<file path="src/rtl/adder_pkg.sv">
// Shared definitions for the lab adder/subtractor blocks.
// State encoding and default operand width.
package adder_pkg;

  localparam int ADDER_WIDTH = 3;

  typedef enum logic [1:0] {
    ST_IDLE  = 2'd0,
    ST_SHIFT = 2'd1,
    ST_DONE  = 2'd2
  } state_t;

endpackage

</file>
<file path="src/rtl/serial_subtractor_if.sv">
// Operand/result handshake bundle for the serial subtractor.
// master = operand source and result consumer, slave = subtractor.
interface serial_subtractor_if
  import adder_pkg::*;
#(
  parameter int WIDTH = ADDER_WIDTH
);

  logic             in_valid;
  logic             in_ready;
  logic [WIDTH-1:0] a;
  logic [WIDTH-1:0] b;
  logic             out_valid;
  logic             out_ready;
  logic [WIDTH-1:0] diff;
  logic             borrow;
  logic             overflow;

  modport master (
    output in_valid, a, b, out_ready,
    input  in_ready, out_valid, diff, borrow, overflow
  );

  modport slave (
    input  in_valid, a, b, out_ready,
    output in_ready, out_valid, diff, borrow, overflow
  );

endinterface

</file>
<file path="src/rtl/full_adder.sv">
// One-bit full adder shared by the ripple and serial arithmetic blocks.
module full_adder (
  input  logic a,
  input  logic b,
  input  logic cin,
  output logic sum,
  output logic cout
);

  assign sum  = a ^ b ^ cin;
  assign cout = (a & b) | (a & cin) | (b & cin);

endmodule

</file>
<file path="src/rtl/serial_subtractor.sv">
// Bit-serial a - b: one full_adder evaluates a + ~b + 1 LSB first, one bit per cycle.
// Result, borrow and signed overflow are held in DONE until the consumer takes them.
//
// state    | meaning
// ---------+-------------------------------------------------------------
// ST_IDLE  | in_ready high, waiting for in_valid
// ST_SHIFT | one operand bit per cycle through the full adder
// ST_DONE  | out_valid high, result held until out_ready
module serial_subtractor
  import adder_pkg::*;
#(
  parameter int WIDTH = ADDER_WIDTH
) (
  input logic                clk,
  input logic                rst,
  serial_subtractor_if.slave bus
);

  localparam int              CNT_W    = $clog2(WIDTH);
  localparam logic [CNT_W-1:0] LAST_BIT = CNT_W'(WIDTH - 1);

  state_t             state_q;
  state_t             state_d;
  logic [WIDTH-1:0]   sh_a;
  logic [WIDTH-1:0]   sh_b;
  logic [WIDTH-2:0]   res_q;
  logic [WIDTH-1:0]   res_next;
  logic [WIDTH-1:0]   diff_q;
  logic [CNT_W-1:0]   cnt_q;
  logic               carry_q;
  logic               borrow_q;
  logic               overflow_q;
  logic               fa_sum;
  logic               fa_cout;
  logic               accept;
  logic               shift_en;
  logic               last_bit;

  full_adder u_fa (
    .a    (sh_a[0]),
    .b    (sh_b[0]),
    .cin  (carry_q),
    .sum  (fa_sum),
    .cout (fa_cout)
  );

  assign last_bit = (cnt_q == LAST_BIT);
  // Earlier sum bits sit below the newest one; on the last bit this is the full difference.
  assign res_next = {fa_sum, res_q};

  always_ff @(posedge clk) begin
    if (rst) begin
      state_q <= ST_IDLE;
    end else begin
      state_q <= state_d;
    end
  end

  always_comb begin
    state_d  = state_q;
    accept   = 1'b0;
    shift_en = 1'b0;
    unique case (state_q)
      ST_IDLE: begin
        if (bus.in_valid) begin
          accept  = 1'b1;
          state_d = ST_SHIFT;
        end
      end
      ST_SHIFT: begin
        shift_en = 1'b1;
        if (last_bit) begin
          state_d = ST_DONE;
        end
      end
      ST_DONE: begin
        if (bus.out_ready) begin
          state_d = ST_IDLE;
        end
      end
      default: state_d = ST_IDLE;
    endcase
  end

  always_ff @(posedge clk) begin
    if (rst) begin
      sh_a       <= '0;
      sh_b       <= '0;
      res_q      <= '0;
      diff_q     <= '0;
      cnt_q      <= '0;
      carry_q    <= 1'b0;
      borrow_q   <= 1'b0;
      overflow_q <= 1'b0;
    end else if (accept) begin
      sh_a    <= bus.a;
      sh_b    <= ~bus.b;
      res_q   <= '0;
      cnt_q   <= '0;
      carry_q <= 1'b1;
    end else if (shift_en) begin
      sh_a    <= sh_a >> 1;
      sh_b    <= sh_b >> 1;
      res_q   <= res_next[WIDTH-1:1];
      carry_q <= fa_cout;
      cnt_q   <= cnt_q + CNT_W'(1);
      if (last_bit) begin
        diff_q     <= res_next;
        borrow_q   <= ~fa_cout;
        overflow_q <= carry_q ^ fa_cout;
      end
    end
  end

  assign bus.in_ready  = (state_q == ST_IDLE);
  assign bus.out_valid = (state_q == ST_DONE);
  assign bus.diff      = diff_q;
  assign bus.borrow    = borrow_q;
  assign bus.overflow  = overflow_q;

endmodule

</file>
<file path="src/flat_wrapper.sv">
// flat-port wrapper written by rule: the top's interface ports become plain ports
module serial_subtractor_flat import adder_pkg::*;
#(
  parameter int WIDTH = ADDER_WIDTH
)
  (clk, rst, bus_in_valid, bus_a, bus_b, bus_out_ready, bus_in_ready, bus_out_valid, bus_diff, bus_borrow, bus_overflow);
  serial_subtractor_if #(.WIDTH(WIDTH)) bus_i ();
  input logic clk;
  input logic rst;
  input wire logic [$bits(bus_i.in_valid)-1:0] bus_in_valid;
  input wire logic [$bits(bus_i.a)-1:0] bus_a;
  input wire logic [$bits(bus_i.b)-1:0] bus_b;
  input wire logic [$bits(bus_i.out_ready)-1:0] bus_out_ready;
  output wire logic [$bits(bus_i.in_ready)-1:0] bus_in_ready;
  output wire logic [$bits(bus_i.out_valid)-1:0] bus_out_valid;
  output wire logic [$bits(bus_i.diff)-1:0] bus_diff;
  output wire logic [$bits(bus_i.borrow)-1:0] bus_borrow;
  output wire logic [$bits(bus_i.overflow)-1:0] bus_overflow;
  assign bus_i.in_valid = bus_in_valid;
  assign bus_i.a = bus_a;
  assign bus_i.b = bus_b;
  assign bus_i.out_ready = bus_out_ready;
  assign bus_in_ready = bus_i.in_ready;
  assign bus_out_valid = bus_i.out_valid;
  assign bus_diff = bus_i.diff;
  assign bus_borrow = bus_i.borrow;
  assign bus_overflow = bus_i.overflow;
  serial_subtractor #(.WIDTH(WIDTH)) u_core (.clk(clk), .rst(rst), .bus(bus_i));
endmodule
</file>
<file path="config.mk">
export PLATFORM = sky130hd
export DESIGN_NAME = serial_subtractor_flat
export DESIGN_NICKNAME = d
export VERILOG_FILES = /design/src/rtl/adder_pkg.sv /design/src/rtl/serial_subtractor_if.sv /design/src/rtl/full_adder.sv /design/src/rtl/serial_subtractor.sv /design/src/flat_wrapper.sv
export SDC_FILE = /design/constraint.sdc
export NUM_CORES = 1
export LEC_CHECK = 0
export CAP_MARGIN = 10
export CORE_MARGIN = 4
export CORE_UTILIZATION = 52
export CTS_CLUSTER_DIAMETER = 100
export CTS_CLUSTER_SIZE = 8
export DETAILED_ROUTE_END_ITERATION = 6
export HOLD_SLACK_MARGIN = 0.08
export PLACE_DENSITY = 0.81
export SYNTH_ARGS = -nofsm -noshare
export SYNTH_HDL_FRONTEND = slang
export SYNTH_SLANG_ARGS = --single-unit
</file>
<file path="constraint.sdc">
create_clock -name clk -period 2.75 [get_ports clk]
set_clock_uncertainty 0.05 [all_clocks]
set_input_delay 0.55 -clock clk [delete_from_list [all_inputs] [get_ports clk]]
set_output_delay 0.55 -clock clk [all_outputs]
set_load 0.005 [all_outputs]
</file>
==> flow_summary.yaml <==
global_routing:
  grt_pass1_wl_um: 2660
  grt_pass1_vias: 611
  grt_max_degree: 16
  grt_overflow: 0
  grt_antenna_before_repair: 0
  grt_util_all_layers_pct: 16.4
setup_path:
  required_ns: 2.15
  cp-start-kind: "flop"
  endpoint_kind: "output pin"
  worst_ep_arrival_time_ns: 1.54
  cp_cell_sequence: "nor2b_1, clkdlybuf4s50_1"
  crit_family: "buffers and inverters"
  critPathMaxStageDelay_ns: 0.52
  critPathMaxFanout: 10
  critPathSlowestCell: "clkdlybuf4s50_1"
  r2r_end: "u_core.bus.diff[2]"
  endpoint: "bus_out_valid"
  r2r_slack_ns: 1.30
  crit_type: "reg -> out"
  reg2regPathDepth: 3
  cp-startpoint: "u_core.state_q[1]"
  r2r_start: "u_core.state_q[0]"
  critPathBufInv: 1
  cp.depth: 2
clocking:
  clkTransAtPathRegs_ns: 0.10
  root_buffer: "clkbuf_4"
  clk_path_buf_depth: 2
  cts_htree_levels: 1
  numCtsBuffers: 3
  clock-sinks: 18
  tritoncts: "yes"
  clk_latency_ns: 0.29
  ctsHoldBuffers: 0
  cts_resized: 0
  post-cts-setup-buffers: 0
finish:
  multiInputGateArea_um2: 427
  regArea_um2: 360
  area_delta_synth_final_pct: 21.3
  post-route-util_pct: 66.8
  drive_gt1_share_pct: 14.3
  stdcell_count: 121
  fill_cells: 128
  antennaDiodeCount: 0
  fin_area_um2: 1020
  nets: 118
timing:
  fmax_mhz: 468
  worst_pin_slew_ns: 0.546
  slew_violations: 0
  fin_crit_sh_pct: 77.7
  slew_headroom_pct: 63.5
  fin_crit_ns: 2.14
  setup_viol_count_final: 0
  rsz0062_at_grt: "no"
  fin_tns_setup_ns: 0
  hold_viol_final: 0
drt:
  wl_per_cell_um: 13.1
  drt-initial-drc-count: 8
  ant_nets: 0
  avgViaCountPerCell: 5.40
  vias: 654
  drtPass1Iterations: 2
  finalWirelength_um: 1580
  route.detailed.drc: 0
floorplan:
  coreArea_um2: 1520
  ios: 17
  die-area_um2: 2320
  die_x_um: 48.2
  rows: 14
  start_util_pct: 55.1
  die_height_um: 48.2
synthesis:
  synth.avg_cell_area_um2: 9.43
  ys_warn_count: 0
  synth_nets: 101
  async_flop_share_pct: 0
  synthFlopType: "dfxtp_1"
  netlist_area_um2: 840
  synth_seq_cells: 18
  synth_top_area_share_pct: 42.9
  synth_cells: 89
  synth_cell_types: 31
  synth_area_leaders: "dfxtp_1 (43%), a21oi_1 (7.7%), buf_6 (4.0%), nand2_1 (3.6%), nor2_1 (3.6%)"
  seq_area_frac_synth_pct: 42.9
  yosysTopAreaCell: "dfxtp_1"
  synth-edff-count: 0
place:
  place_hpwl_um: 1190
  port_buffers: 16
  dpl_cell_area_um2: 982
  placed_cells: 117
  gp_congestion: 0.725
power:
  power_w: 0.000549
  p_leak_nw: 0.362
  vdd.ir_drop.worst_v: 0.000348
  p_per_area_nw_per_um2: 539
flow_run:
  drv_cap: 0
worst_hold_path:
  min_path_type: "reg -> reg"
run_status:
  status: "finished clean"
-- where the power goes --
| part | total, W | switching, W | leakage, nW | internal, W |
|---|---|---|---|---|
| clock | 0.000162 | 0.0000809 | 0.0210 | 0.0000807 |
| sequential | 0.000289 | 0.0000130 | 0.147 | 0.000276 |
| combinational | 0.0000985 | 0.0000472 | 0.194 | 0.0000513 |
-- final cells by class --
type,instances,share of cell area (%)
well taps,16,1.97
inverters,4,1.47
repair buffers,16,15.7
flip-flops and latches,18,35.4
multi-input cells,63,41.9
clock buffers,4,3.56
-- worst min-delay path, delay by kind of cell (launching register included) --
family          cells  cell delay, ns
flops               1            0.32
simple gates        1            0.05
compound gates      1            0.05
-- synth_stat cells (all sizes together), types with 2 or more instances --
cell and number:
buf 3, nand2b 6, nand3b 2, inv 4, nor2 8, nand2 8, a211oi 3, xnor2 2
dfxtp 18, nor3 2, nand3 5, or3b 2, a21oi 14
-- layout by cell type (no fill, tap or decap), types with 2 or more instances in the layout --
cell	count
dfxtp_1	18
a21oi_1	13
clkdlybuf4s50_1	16
nand2b_1	4
clkbuf_4	3
nand3b_1	2
nand3_1	4
nand2_1	8
a211oi_2	2
nor3_1	2
xnor2_1	2
inv_1	4
nor2_1	8
-- cell families after synthesis --
kind of cell | count (synthesis) | synth area share, %
xor gates and xnor gates | 2 | 2.09
buffers and inverters | 8 | 6.26
muxes | 2 | 2.98
AOI/OAI and AO/OA | 20 | 15.9
adders and majority gates | 2 | 3.87
and+or+nand+nor | 37 | 25.9
DFF | 18 | 42.9
-- state kept, by name, summed over array words and instances (netlist names) --
| signal | count |
|---|---|
| u_core.bus.borrow | 1 |
| u_core.bus.diff | 3 |
| u_core.bus.overflow | 1 |
| u_core.carry_q | 1 |
| u_core.cnt_q | 2 |
| u_core.res_q | 2 |
| u_core.sh_a | 3 |
| u_core.sh_b | 3 |
| u_core.state_q | 2 |
-- worst min-delay path by stage --
| stage | from | end | depth (start not counted) |
|---|---|---|---|
| 2_1_floorplan | u_core.sh_a[1] | u_core.sh_a[1] | 2 |
| 3_3_place_gp | u_core.bus.diff[0] | u_core.bus.diff[0] | 2 |
| 3_5_place_dp | u_core.bus.diff[0] | u_core.bus.diff[0] | 2 |
| 4_1_cts | u_core.bus.diff[0] | u_core.bus.diff[0] | 2 |
| 5_1_grt | u_core.bus.diff[0] | u_core.bus.diff[0] | 2 |
| 6_report | u_core.bus.diff[0] | u_core.bus.diff[0] | 2 |
-- stage by stage --
step / hold slack [ns] / worst slack, ns
final: 0.411 / 0.614
after global routing: 0.432 / 0.545
after CTS: 0.415 / 0.596
after detailed placement: 0.399 / 0.813
after global placement: 0.401 / 0.856
after floorplan: 0.382 / 1.42
-- metal layers --
layer  share of wire, %  global-route usage [%]  wire, um  vias up
met5                  0                       0         0        -
met4                1.4                    8.06        22        0
met3                4.3                    2.95        68        2
met2                 47                    25.5       742       10
met1                 47                    21.6       748      305
li1                   -                       -         -      337
(Power assumes the default switching activity.)
